File: src/rtl/inst_fetch_queue_pkg.sv
// -----------------------------------------------------------------------------
// inst_fetch_queue_pkg
// Shared constants for the instruction-fetch queue slice: default address and
// instruction widths (matching the PC register), enable/disable levels, the
// zero instruction word and a helper that sizes occupancy counters.
// No ports.
// -----------------------------------------------------------------------------
package inst_fetch_queue_pkg;

  localparam int INST_ADDR_WIDTH = 32;
  localparam int INST_WIDTH      = 32;
  localparam int DEFAULT_DEPTH   = 4;

  localparam logic ENABLE  = 1'b1;
  localparam logic DISABLE = 1'b0;

  localparam logic [INST_WIDTH-1:0] ZERO_WORD = {INST_WIDTH{1'b0}};

  // Counter width able to hold the values 0..depth inclusive.
  function automatic int cnt_width(input int depth);
    return $clog2(depth) + 1;
  endfunction

endpackage

File: src/rtl/inst_fetch_queue_if.sv
// -----------------------------------------------------------------------------
// inst_fetch_queue_if
// Bundles the fetch stage's external signals:
//   PC side     : pc, pc_ce, fetch_stall, flush
//   memory side : imem_req, imem_addr, imem_rvalid, imem_rdata
//   decode side : id_valid, id_pc, id_inst, id_ready, id_count
// modport master : the fetch queue itself
// modport slave  : the environment (PC register, instruction memory, decode)
// -----------------------------------------------------------------------------
interface inst_fetch_queue_if
  import inst_fetch_queue_pkg::*;
#(
  parameter int ADDR_W = INST_ADDR_WIDTH,
  parameter int INST_W = INST_WIDTH,
  parameter int DEPTH  = DEFAULT_DEPTH
);
  localparam int CNT_W = cnt_width(DEPTH);

  logic [ADDR_W-1:0] pc;
  logic              pc_ce;
  logic              fetch_stall;
  logic              flush;
  logic              imem_req;
  logic [ADDR_W-1:0] imem_addr;
  logic              imem_rvalid;
  logic [INST_W-1:0] imem_rdata;
  logic              id_valid;
  logic [ADDR_W-1:0] id_pc;
  logic [INST_W-1:0] id_inst;
  logic              id_ready;
  logic [CNT_W-1:0]  id_count;

  modport master (
    input  pc, pc_ce, flush, imem_rvalid, imem_rdata, id_ready,
    output fetch_stall, imem_req, imem_addr, id_valid, id_pc, id_inst, id_count
  );

  modport slave (
    output pc, pc_ce, flush, imem_rvalid, imem_rdata, id_ready,
    input  fetch_stall, imem_req, imem_addr, id_valid, id_pc, id_inst, id_count
  );

endinterface

File: src/rtl/inst_fetch_queue_mem.sv
// -----------------------------------------------------------------------------
// fetch_queue_mem
// DEPTH-entry register file of {pc, inst, filled}.
//   clk, rst                           : clock, synchronous active-high reset
//   i_alloc_en/i_alloc_idx/i_alloc_pc  : allocate write (stores pc, clears filled)
//   i_fill_en/i_fill_idx/i_fill_inst   : fill write (stores inst, sets filled)
//   i_head_idx                         : asynchronous read index
//   o_head_pc/o_head_inst/o_head_filled: contents of the indexed entry
// -----------------------------------------------------------------------------
module fetch_queue_mem
  import inst_fetch_queue_pkg::*;
#(
  parameter int ADDR_W = INST_ADDR_WIDTH,
  parameter int INST_W = INST_WIDTH,
  parameter int DEPTH  = DEFAULT_DEPTH,
  localparam int PTR_W = $clog2(DEPTH)
) (
  input  logic              clk,
  input  logic              rst,
  input  logic              i_alloc_en,
  input  logic [PTR_W-1:0]  i_alloc_idx,
  input  logic [ADDR_W-1:0] i_alloc_pc,
  input  logic              i_fill_en,
  input  logic [PTR_W-1:0]  i_fill_idx,
  input  logic [INST_W-1:0] i_fill_inst,
  input  logic [PTR_W-1:0]  i_head_idx,
  output logic [ADDR_W-1:0] o_head_pc,
  output logic [INST_W-1:0] o_head_inst,
  output logic              o_head_filled
);

  logic [ADDR_W-1:0] r_pc     [DEPTH];
  logic [INST_W-1:0] r_inst   [DEPTH];
  logic              r_filled [DEPTH];

  // Entry storage: the allocate and fill ports never target the same entry.
  always_ff @(posedge clk) begin
    if (rst) begin
      for (int i = 0; i < DEPTH; i++) begin
        r_pc[i]     <= {ADDR_W{1'b0}};
        r_inst[i]   <= INST_W'(ZERO_WORD);
        r_filled[i] <= DISABLE;
      end
    end else begin
      if (i_alloc_en) begin
        r_pc[i_alloc_idx]     <= i_alloc_pc;
        r_filled[i_alloc_idx] <= DISABLE;
      end
      if (i_fill_en) begin
        r_inst[i_fill_idx]   <= i_fill_inst;
        r_filled[i_fill_idx] <= ENABLE;
      end
    end
  end

  assign o_head_pc     = r_pc[i_head_idx];
  assign o_head_inst   = r_inst[i_head_idx];
  assign o_head_filled = r_filled[i_head_idx];

endmodule

File: src/rtl/inst_fetch_queue.sv
// -----------------------------------------------------------------------------
// inst_fetch_queue
// Fetch stage between the PC register and decode. Issues in-order instruction
// memory reads for each accepted pc, collects the returned words into an
// ordered DEPTH-entry queue and hands {pc, inst} to decode over valid/ready.
// flush discards queued entries and silently drops responses still in flight.
//   clk, rst : clock, synchronous active-high reset
//   bus      : inst_fetch_queue_if.master (PC, memory and decode signals)
// -----------------------------------------------------------------------------
module inst_fetch_queue
  import inst_fetch_queue_pkg::*;
#(
  parameter int ADDR_W = INST_ADDR_WIDTH,
  parameter int INST_W = INST_WIDTH,
  parameter int DEPTH  = DEFAULT_DEPTH
) (
  input logic                clk,
  input logic                rst,
  inst_fetch_queue_if.master bus
);

  localparam int PTR_W = $clog2(DEPTH);
  localparam int CNT_W = cnt_width(DEPTH);
  localparam int OCC_W = CNT_W + 1;

  logic [PTR_W-1:0]  r_alloc_ptr;
  logic [PTR_W-1:0]  r_fill_ptr;
  logic [PTR_W-1:0]  r_head_ptr;
  logic [CNT_W-1:0]  r_count;     // allocated entries
  logic [CNT_W-1:0]  r_pend;      // allocated entries still waiting for data
  logic [CNT_W-1:0]  r_drop_cnt;  // responses owed to flushed requests

  logic [OCC_W-1:0]  w_occupancy;
  logic              w_stall;
  logic              w_issue;
  logic              w_fill;
  logic              w_pop;
  logic              w_valid;
  logic              w_rsp_taken;
  logic              w_head_filled;
  logic [ADDR_W-1:0] w_head_pc;
  logic [INST_W-1:0] w_head_inst;

  // Flushed-but-outstanding requests still occupy memory credits.
  assign w_occupancy = {1'b0, r_count} + {1'b0, r_drop_cnt};
  assign w_stall     = (w_occupancy >= OCC_W'(DEPTH));
  assign w_issue     = bus.pc_ce & ~w_stall & ~bus.flush & ~rst;
  assign w_fill      = bus.imem_rvalid & (r_drop_cnt == CNT_W'(0)) & (r_pend != CNT_W'(0));
  assign w_valid     = w_head_filled & (r_count != CNT_W'(0));
  assign w_pop       = w_valid & bus.id_ready;
  // A response that belongs to some outstanding request (dropped or not).
  assign w_rsp_taken = bus.imem_rvalid & ((r_drop_cnt != CNT_W'(0)) | (r_pend != CNT_W'(0)));

  fetch_queue_mem #(
    .ADDR_W (ADDR_W),
    .INST_W (INST_W),
    .DEPTH  (DEPTH)
  ) u_mem (
    .clk           (clk),
    .rst           (rst),
    .i_alloc_en    (w_issue),
    .i_alloc_idx   (r_alloc_ptr),
    .i_alloc_pc    (bus.pc),
    .i_fill_en     (w_fill & ~bus.flush),
    .i_fill_idx    (r_fill_ptr),
    .i_fill_inst   (bus.imem_rdata),
    .i_head_idx    (r_head_ptr),
    .o_head_pc     (w_head_pc),
    .o_head_inst   (w_head_inst),
    .o_head_filled (w_head_filled)
  );

  // Pointer, occupancy and drop bookkeeping; flush overrides all other activity.
  always_ff @(posedge clk) begin
    if (rst) begin
      r_alloc_ptr <= {PTR_W{1'b0}};
      r_fill_ptr  <= {PTR_W{1'b0}};
      r_head_ptr  <= {PTR_W{1'b0}};
      r_count     <= {CNT_W{1'b0}};
      r_pend      <= {CNT_W{1'b0}};
      r_drop_cnt  <= {CNT_W{1'b0}};
    end else if (bus.flush) begin
      r_alloc_ptr <= {PTR_W{1'b0}};
      r_fill_ptr  <= {PTR_W{1'b0}};
      r_head_ptr  <= {PTR_W{1'b0}};
      r_count     <= {CNT_W{1'b0}};
      r_pend      <= {CNT_W{1'b0}};
      // Every unfilled entry leaves a response in flight; one arriving now is
      // already accounted for.
      r_drop_cnt  <= r_drop_cnt + r_pend - CNT_W'(w_rsp_taken);
    end else begin
      r_alloc_ptr <= r_alloc_ptr + PTR_W'(w_issue);
      r_fill_ptr  <= r_fill_ptr + PTR_W'(w_fill);
      r_head_ptr  <= r_head_ptr + PTR_W'(w_pop);
      r_count     <= r_count + CNT_W'(w_issue) - CNT_W'(w_pop);
      r_pend      <= r_pend + CNT_W'(w_issue) - CNT_W'(w_fill);
      if (bus.imem_rvalid && (r_drop_cnt != CNT_W'(0))) begin
        r_drop_cnt <= r_drop_cnt - CNT_W'(1);
      end else begin
        r_drop_cnt <= r_drop_cnt;
      end
    end
  end

  assign bus.fetch_stall = w_stall;
  assign bus.imem_req    = w_issue;
  assign bus.imem_addr   = bus.pc;
  assign bus.id_valid    = w_valid;
  assign bus.id_pc       = w_head_pc;
  assign bus.id_inst     = w_head_inst;
  assign bus.id_count    = r_count;

endmodule

File: src/flat_wrapper.sv
// flat-port wrapper written by rule: the top's interface ports become plain ports
module inst_fetch_queue_flat import inst_fetch_queue_pkg::*;
#(
  parameter int ADDR_W = INST_ADDR_WIDTH,
  parameter int INST_W = INST_WIDTH,
  parameter int DEPTH  = DEFAULT_DEPTH
)
  (clk, rst, bus_pc, bus_pc_ce, bus_flush, bus_imem_rvalid, bus_imem_rdata, bus_id_ready, bus_fetch_stall, bus_imem_req, bus_imem_addr, bus_id_valid, bus_id_pc, bus_id_inst, bus_id_count);
  inst_fetch_queue_if #(.ADDR_W(ADDR_W), .INST_W(INST_W), .DEPTH(DEPTH)) bus_i ();
  input logic clk;
  input logic rst;
  input wire logic [$bits(bus_i.pc)-1:0] bus_pc;
  input wire logic [$bits(bus_i.pc_ce)-1:0] bus_pc_ce;
  input wire logic [$bits(bus_i.flush)-1:0] bus_flush;
  input wire logic [$bits(bus_i.imem_rvalid)-1:0] bus_imem_rvalid;
  input wire logic [$bits(bus_i.imem_rdata)-1:0] bus_imem_rdata;
  input wire logic [$bits(bus_i.id_ready)-1:0] bus_id_ready;
  output wire logic [$bits(bus_i.fetch_stall)-1:0] bus_fetch_stall;
  output wire logic [$bits(bus_i.imem_req)-1:0] bus_imem_req;
  output wire logic [$bits(bus_i.imem_addr)-1:0] bus_imem_addr;
  output wire logic [$bits(bus_i.id_valid)-1:0] bus_id_valid;
  output wire logic [$bits(bus_i.id_pc)-1:0] bus_id_pc;
  output wire logic [$bits(bus_i.id_inst)-1:0] bus_id_inst;
  output wire logic [$bits(bus_i.id_count)-1:0] bus_id_count;
  assign bus_i.pc = bus_pc;
  assign bus_i.pc_ce = bus_pc_ce;
  assign bus_i.flush = bus_flush;
  assign bus_i.imem_rvalid = bus_imem_rvalid;
  assign bus_i.imem_rdata = bus_imem_rdata;
  assign bus_i.id_ready = bus_id_ready;
  assign bus_fetch_stall = bus_i.fetch_stall;
  assign bus_imem_req = bus_i.imem_req;
  assign bus_imem_addr = bus_i.imem_addr;
  assign bus_id_valid = bus_i.id_valid;
  assign bus_id_pc = bus_i.id_pc;
  assign bus_id_inst = bus_i.id_inst;
  assign bus_id_count = bus_i.id_count;
  inst_fetch_queue #(.ADDR_W(ADDR_W), .INST_W(INST_W), .DEPTH(DEPTH)) u_core (.clk(clk), .rst(rst), .bus(bus_i));
endmodule
File: config.mk
export PLATFORM = sky130hd
export DESIGN_NAME = inst_fetch_queue_flat
export DESIGN_NICKNAME = d
export VERILOG_FILES = /design/src/rtl/inst_fetch_queue_pkg.sv /design/src/rtl/inst_fetch_queue_if.sv /design/src/rtl/inst_fetch_queue_mem.sv /design/src/rtl/inst_fetch_queue.sv /design/src/flat_wrapper.sv
export SDC_FILE = /design/constraint.sdc
export NUM_CORES = 1
export LEC_CHECK = 0
export ABC_AREA = 1
export CELL_PAD_IN_SITES_DETAIL_PLACEMENT = 0
export CELL_PAD_IN_SITES_GLOBAL_PLACEMENT = 1
export CORE_ASPECT_RATIO = 0.5
export CORE_UTILIZATION = 35
export CTS_CLUSTER_DIAMETER = 80
export DETAILED_ROUTE_END_ITERATION = 10
export MAX_ROUTING_LAYER = met4
export PLACE_DENSITY = 0.73
export SLEW_MARGIN = 15
export SYNTH_ARGS = -nofsm -noshare
export SYNTH_HDL_FRONTEND = slang
export SYNTH_SLANG_ARGS = --single-unit
File: constraint.sdc
create_clock -name clk -period 3.6 [get_ports clk]
set_clock_uncertainty 0.05 [all_clocks]
set_input_delay 0.54 -clock clk [delete_from_list [all_inputs] [get_ports clk]]
set_output_delay 0.54 -clock clk [all_outputs]
set_load 0.01 [all_outputs]
==> flow_summary.toml, run 1 <==
[critical_path]
r2r.worst_path.cells = 11
critical_path.startpoint_type = "flip-flop"
r2r_slack_ns = 0.79
timing.critical_path.to_type = "primary output"
worst-path-max-fanout = 10
crit_path_max_incr_delay_ns = 0.63
timing.rr.end = "u_core.r_pend[2]"
worst_r2r_startpoint = "u_core.r_drop_cnt[2]"
timing.critical_path.required_ns = 3.01
cp-endpoint = "bus_imem_req"
crit_arrival_ns = 2.71
cp_slowest_cell = "sky130_fd_sc_hd__clkdlybuf4s50_1"
critical_path.cell_chain = "ha_1 > nor2_1 > nand2_1 > nor2_2 > nand3_2 > inv_2 > clkdlybuf4s50_1"
worstSetupStartpoint = "u_core.r_drop_cnt[2]"
setup.worst_path.class = "reg -> out"

[floorplan]
placement_rows = 48
io-pin-count = 172
initial_core_util_pct = 35.7
die_w_um = 268
core_area_mm2 = 0.0347
fp.dieH_um = 135
design.die.area_mm2 = 0.0362

[yosys]
synth_unique_cells = 29
post_synth_xor_area_fraction_pct = 0.919
syn_area_per_cell_um2 = 10.5
synth.net_count = 1271
synth_top_family_by_area = "simple AND/OR/NAND/NOR gates"
seq_area_frac_synth_pct = 65.1
synth.mux.area_fraction_pct = 0
yosys_register_bits = 275
synth_enable_flop_cells = 256
netlist_top_cells_count = "sky130_fd_sc_hd__nor2_1 (359), sky130_fd_sc_hd__edfxtp_1 (256), sky130_fd_sc_hd__o21ai_0 (133)"
ys_dominant_reg_cell = "sky130_fd_sc_hd__edfxtp_1"
synth_cells = 1183
synth_top_cell_area_share_pct = 62.1
syn_area_mm2 = 0.0124
fraction_of_synthesis_flops_using_an_asynchronous_set_or_reset_pin_pct = 0
synth_fa_ha_area_share_pct = 2.00
yosys.area_share.simple_pct = 14.8
synthesis.yosys.warnings = 0
post-synth-top-count-cell = "sky130_fd_sc_hd__nor2_1"
synthTopCellsByArea = "sky130_fd_sc_hd__edfxtp_1 (62%), sky130_fd_sc_hd__nor2_1 (11%), sky130_fd_sc_hd__o21ai_0 (5.4%)"
synth_compound_area_share_pct = 8.96
post-synth-top-area-cell = "sky130_fd_sc_hd__edfxtp_1"

[clock_network]
cts_setup_buffers = 0
cts_root_buffer = "sky130_fd_sc_hd__clkbuf_16"
clockBufferDepth = 3
cts.hold.buffers_added = 0
cts_sinks = 275
clock_latency_ns = 0.54
clock_transition_at_the_registers_of_the_reported_paths_ns = 0.06
cts_resized = 0
cts-htree-levels = 1
tritoncts = "done"
cts_buffers = 28

[timing]
achievable-frequency_ghz = 0.303
setup-violations-final = 0
maxSlewViolCount = 0
hold-worst-slack_ns = 0.407
setup_ws_ns = 0.296
rsz0062_at_grt = "no"
worst_margin_slew_ns = 0.797
hold_viol_final = 0
period_needed_ns = 3.30
timing.max_slew.rel_slack_pct = 46.9
final_min_period_over_clock_period_pct = 91.8
setup_total_negative_slack_ns = 0

[global_route]
first_global_vias = 8821
grt_overflow = 0
grt_max_degree = 133
first_pass_grt_wire_length_um = 48100
grt_antenna_before_repair = 0
grt_util_all_layers_pct = 17.8

[worst_hold_path]
hp-class = "reg -> reg"
hold_start = "u_core.u_mem.r_filled[3]"

[layout]
multiInputGateArea_mm2 = 0.00332
finalNetCount = 1398
layout_overhead_on_the_synthesized_area_pct = 23.3
final_layout_size_suffix_gt1_share_pct = 7.21
fillers = 3252
antenna_cells = 0
post_layout_nonfiller_instances = 1807
regArea_mm2 = 0.00807

[routing]
routedLengthMet1_um = 13200
met2_length_um = 16200
wl_met3_um = 1010
drt_pass1_iterations = 4
drt_iter0_markers = 567
highest_layer = "met4"
routed-via-count = 8772
route.detailed.drc = 0
drt-total-wl_um = 31000
wl_per_cell_um = 17.2
route.detailed.vias_per_inst = 4.85
ant_nets = 0

[power]
power_mw = 7.01
ir_drop_uv = 372
cellLeakagePower_nw = 6.01
pwr_density_cell_mw_per_mm2 = 459

[placement]
gp_routability_congestion = 0.797
dpl.cell_count = 1755
dpl.hpwl_um = 18500
buffer_ports.inserted = 171
detailedPlace.worstSlack_ns = 0.600

[status]
status = "completed"

[run]
drv.max_cap_violation_count = 0
-- layout make-up --
| type | count | share of cell area [%] |
|---|---|---|
| Multi-Input combinational cell | 690 | 21.8 |
| Sequential cell | 275 | 52.9 |
| Inverter | 115 | 2.84 |
| Tap cell | 475 | 3.89 |
| Clock buffer | 37 | 4.95 |
| Timing Repair Buffer | 200 | 13.0 |
| Clock inverter | 15 | 0.623 |
-- critical path, delay by kind of cell (launching register included) --
kind | cells | cell delay, ns
adder cells (fa/ha/maj) | 1 | 0.29
buffers and inverters | 2 | 0.78
flip-flops | 1 | 0.48
AND/OR/NAND/NOR | 4 | 0.63
-- how the worst min path moves through the flow --
stage	to	slack, ns	cells after the start
CTS	u_core.u_mem.r_filled[3]	0.41	2
floorplan	u_core.u_mem.r_filled[3]	0.36	2
detailed placement	u_core.u_mem.r_filled[3]	0.40	2
finish	u_core.u_mem.r_filled[3]	0.41	2
global placement	u_core.u_mem.r_filled[3]	0.40	2
global route	u_core.u_mem.r_filled[3]	0.45	2
-- through the flow --
| stage | utilization [%] | cell area (um2) |
|---|---|---|
| detailed placement | 41.6 | 14400 |
| finish | 44.0 | 15300 |
| CTS | 44.0 | 15300 |
| global route | 44.0 | 15300 |
| global placement | 41.6 | 14400 |
| floorplan | - | 12400 |
-- placed cells by master, fill, tap and decap left out --
cell / instances
sky130_fd_sc_hd__nor2_4: 1
sky130_fd_sc_hd__o21ai_0: 133
sky130_fd_sc_hd__ha_1: 15
sky130_fd_sc_hd__buf_12: 5
sky130_fd_sc_hd__edfxtp_1: 256
sky130_fd_sc_hd__dfxtp_4: 1
sky130_fd_sc_hd__buf_4: 24
sky130_fd_sc_hd__clkbuf_16: 29
sky130_fd_sc_hd__nand2_2: 7
sky130_fd_sc_hd__nor2_8: 1
sky130_fd_sc_hd__a21oi_1: 6
sky130_fd_sc_hd__nand2_4: 2
sky130_fd_sc_hd__clkinvlp_4: 1
sky130_fd_sc_hd__inv_2: 6
sky130_fd_sc_hd__nand3_2: 1
sky130_fd_sc_hd__clkinv_1: 6
sky130_fd_sc_hd__inv_4: 1
sky130_fd_sc_hd__nor3_1: 32
sky130_fd_sc_hd__inv_1: 108
sky130_fd_sc_hd__o22ai_1: 64
sky130_fd_sc_hd__o2111ai_1: 1
sky130_fd_sc_hd__dfxtp_1: 17
sky130_fd_sc_hd__and2_1: 1
sky130_fd_sc_hd__clkinv_2: 7
sky130_fd_sc_hd__a21oi_4: 1
sky130_fd_sc_hd__nor2_2: 7
sky130_fd_sc_hd__nand4_1: 1
sky130_fd_sc_hd__clkbuf_1: 8
sky130_fd_sc_hd__nand3_1: 7
sky130_fd_sc_hd__bufinv_16: 1
sky130_fd_sc_hd__nand2_1: 35
sky130_fd_sc_hd__dfxtp_2: 1
sky130_fd_sc_hd__nor2_1: 359
sky130_fd_sc_hd__xnor2_1: 10
sky130_fd_sc_hd__fa_1: 3
sky130_fd_sc_hd__xor2_1: 3
sky130_fd_sc_hd__clkdlybuf4s50_1: 171
-- state kept, by name, indices dropped and copies added, names as in the netlist --
name,cells
u_core.u_mem.r_filled,4
u_core.u_mem.r_inst,128
u_core.r_alloc_ptr,2
u_core.r_drop_cnt,3
u_core.r_pend,3
u_core.u_mem.r_pc,128
u_core.bus.id_count,3
u_core.r_head_ptr,2
u_core.r_fill_ptr,2
-- logic make-up (layout without fill, tap and decap cells) --
| family | Yosys count | count (layout) |
|---|---|---|
| AND/OR/NAND/NOR | 454 | 454 |
| flip-flops | 275 | 275 |
| buffers and inverters | 218 | 367 |
| AO/OA/AOI/OAI | 205 | 205 |
| adder cells (fa/ha/maj) | 18 | 18 |
| XOR/XNOR | 13 | 13 |
-- metal layers --
layer	vias up	global-route usage, %
met3	43	2.33
met5	-	-
met4	0	4.35
met2	155	32.1
li1	4221	-
met1	4353	20.9
-- power breakdown --
group / total [mW] / switching, mW / internal, mW
Combinational: 0.577 / 0.328 / 0.248
Clock: 2.74 / 1.20 / 1.54
Sequential: 3.69 / 0.0461 / 3.65
Total: 7.01 / 1.57 / 5.44
Power figures use the tool's default switching activity.
==> run 2, diff against run 1 <==
- SLEW_MARGIN: 15 -> default
==> results of run 2 <==
Same layout as run 1: the final DEF is identical, and so are final timing and power.
==> run 3, diff against run 2 <==
- CTS_BUF_LIST: default -> sky130_fd_sc_hd__clkbuf_4
- RECOVER_POWER: default -> 100
- clock period: 3.6 -> 4 ns (I/O delays scaled with it)
==> run 3 against run 2 <==
Against the previous run: the flow now finishes with violations (capacitance limit, slew limit); design area shrank 1.5%; die area is the same; hold slack gained 0.026 ns; sequential share of layout area grew 0.81 points; register-to-register slack lost 0.29 ns; sequential power shrank 9.8%; power shrank 13%; critical path depth shrank 2; largest cell class unchanged.
==> flow_summary.toml, run 3 (synthesis results as in run 1) <==
[global_route]
first_pass_grt_wire_length_um = 49300
grt_util_all_layers_pct = 18.3
grt_max_degree = 67
grt_overflow = 0
first_global_vias = 9247
grt_antenna_before_repair = 1

[layout]
regArea_mm2 = 0.00807
final_layout_size_suffix_gt1_share_pct = 9.37
post_layout_nonfiller_instances = 1864
multiInputGateArea_mm2 = 0.00327
post-route-cell-area_mm2 = 0.0150
fillers = 3316
layout.cells.most_common = "sky130_fd_sc_hd__nor2_1"
layout_overhead_on_the_synthesized_area_pct = 21.4
fin_util_pct = 43.4
finalNetCount = 1439
layout_common_cells = "sky130_fd_sc_hd__nor2_1 (361), sky130_fd_sc_hd__edfxtp_1 (256), sky130_fd_sc_hd__o21ai_0 (133)"
largest_registers = "u_core.u_mem.r_inst (128), u_core.u_mem.r_pc (128), u_core.u_mem.r_filled (4)"

[floorplan]
placement_rows = 48
die_w_um = 268
io-pin-count = 172
core_area_mm2 = 0.0347
fp.dieH_um = 135
initial_core_util_pct = 35.7
design.die.area_mm2 = 0.0362

[critical_path]
critical_path_buf_inv_count = 3
cp_slowest_cell = "sky130_fd_sc_hd__dlygate4sd3_1"
critical_path.cell_chain = "inv_2 > clkbuf_2 > o21ai_0 > o22ai_1 > dlygate4sd3_1"
crit_path_max_incr_delay_ns = 0.66
timing.rr.end = "u_core.u_mem.r_inst[0][18]"
setup.worst_path.class = "reg -> out"
timing.critical_path.to_type = "primary output"
worst_r2r_startpoint = "u_core.r_drop_cnt[0]"
crit_arrival_ns = 3.15
r2r_slack_ns = 0.50
r2r.worst_path.cells = 11
critical_path.startpoint_type = "flip-flop"
cpLargestDelayFamily = "buffers and inverters"
timing.critical_path.required_ns = 3.35
worst-path-max-fanout = 37

[clock_network]
cts_resized = 0
cts_buffers = 68
cts_root_buffer = "sky130_fd_sc_hd__clkbuf_4"
tritoncts = "done"
cts.hold.buffers_added = 0
cts-htree-levels = 3
clock_latency_ns = 0.68
cts_setup_buffers = 0
clock_transition_at_the_registers_of_the_reported_paths_ns = 0.06
cts_sinks = 275
clockBufferDepth = 3

[placement]
buffer_ports.inserted = 171
gp_routability_congestion = 0.759
postPlaceCellArea_mm2 = 0.0144
dpl.cell_count = 1756
dpl.hpwl_um = 18600
detailedPlace.worstSlack_ns = 0.867

[routing]
met2_length_um = 16500
highest_layer = "met4"
route.detailed.vias_per_inst = 4.80
route.detailed.drc = 0
drt-total-wl_um = 31900
routedLengthMet1_um = 13600
wl_per_cell_um = 17.1
drt_iter0_markers = 620
ant_nets = 0
routed-via-count = 8956
wl_met3_um = 1250
drt_pass1_iterations = 5

[timing]
setup_total_negative_slack_ns = 0
setup-violations-final = 0
timing.max_slew.rel_slack_pct = -63.5
maxSlewViolCount = 111
rsz0062_at_grt = "no"
achievable-frequency_ghz = 0.263
period_needed_ns = 3.80
worst_margin_slew_ns = 2.45
hold-worst-slack_ns = 0.433
setup_ws_ns = 0.200
final_min_period_over_clock_period_pct = 95.0
hold_viol_final = 0

[worst_hold_path]
min_delay_worst_endpoint = "u_core.u_mem.r_filled[2]"
whs_path_depth = 2
hold_start = "u_core.u_mem.r_filled[2]"
hp-class = "reg -> reg"

[power]
pwr_density_cell_mw_per_mm2 = 405
cellLeakagePower_nw = 6.10
power_mw = 6.09
ir_drop_uv = 166

[status]
status = "complete, but fails checks"
failed_checks = "capacitance limit, slew limit"

[run]
drv.max_cap_violation_count = 3
## run 3: layout make-up
cell class	count	share of cell area [%]
inverter	115	2.89
clock inverter	15	0.724
antenna	1	0.0166
tap	475	3.95
clock buffer	92	4.59
sequential	275	53.7
timing repair buffer	201	12.4
multi-input combinational	690	21.7
## run 3: worst min-delay path: cells and delay by family, from the launching register on
| kind | cells | cell delay [ns] |
|---|---|---|
| DFF | 1 | 0.31 |
| and+or+nand+nor | 2 | 0.13 |
## run 3: how the worst max path moves through the flow
stage                     slack (ns)                    from                 endpoint  cells past startpoint
after global placement          0.91                     rst             bus_imem_req                      6
after detailed placement        0.87                     rst  u_core.u_mem.r_pc[2][8]                      8
after global routing            0.02    u_core.r_head_ptr[0]             bus_id_pc[0]                      5
final                           0.20    u_core.r_head_ptr[1]          bus_id_inst[29]                      5
after CTS                       0.19    u_core.r_head_ptr[0]            bus_id_pc[13]                      5
after floorplan                 0.88  u_core.bus.id_count[2]  u_core.u_mem.r_pc[1][0]                     12
## run 3: per-layer routing
layer | vias to the layer above | track usage [%]
met5 | - | -
met1 | 4393 | 21.4
li1 | 4323 | -
met3 | 53 | 3.30
met2 | 187 | 31.7
met4 | 0 | 6.16
## run 3: power by group
group          internal, mW  total [mW]  switching [mW]
Combinational         0.193       0.482           0.289
Clock                  1.18        2.28            1.10
Sequential             3.29        3.33          0.0427
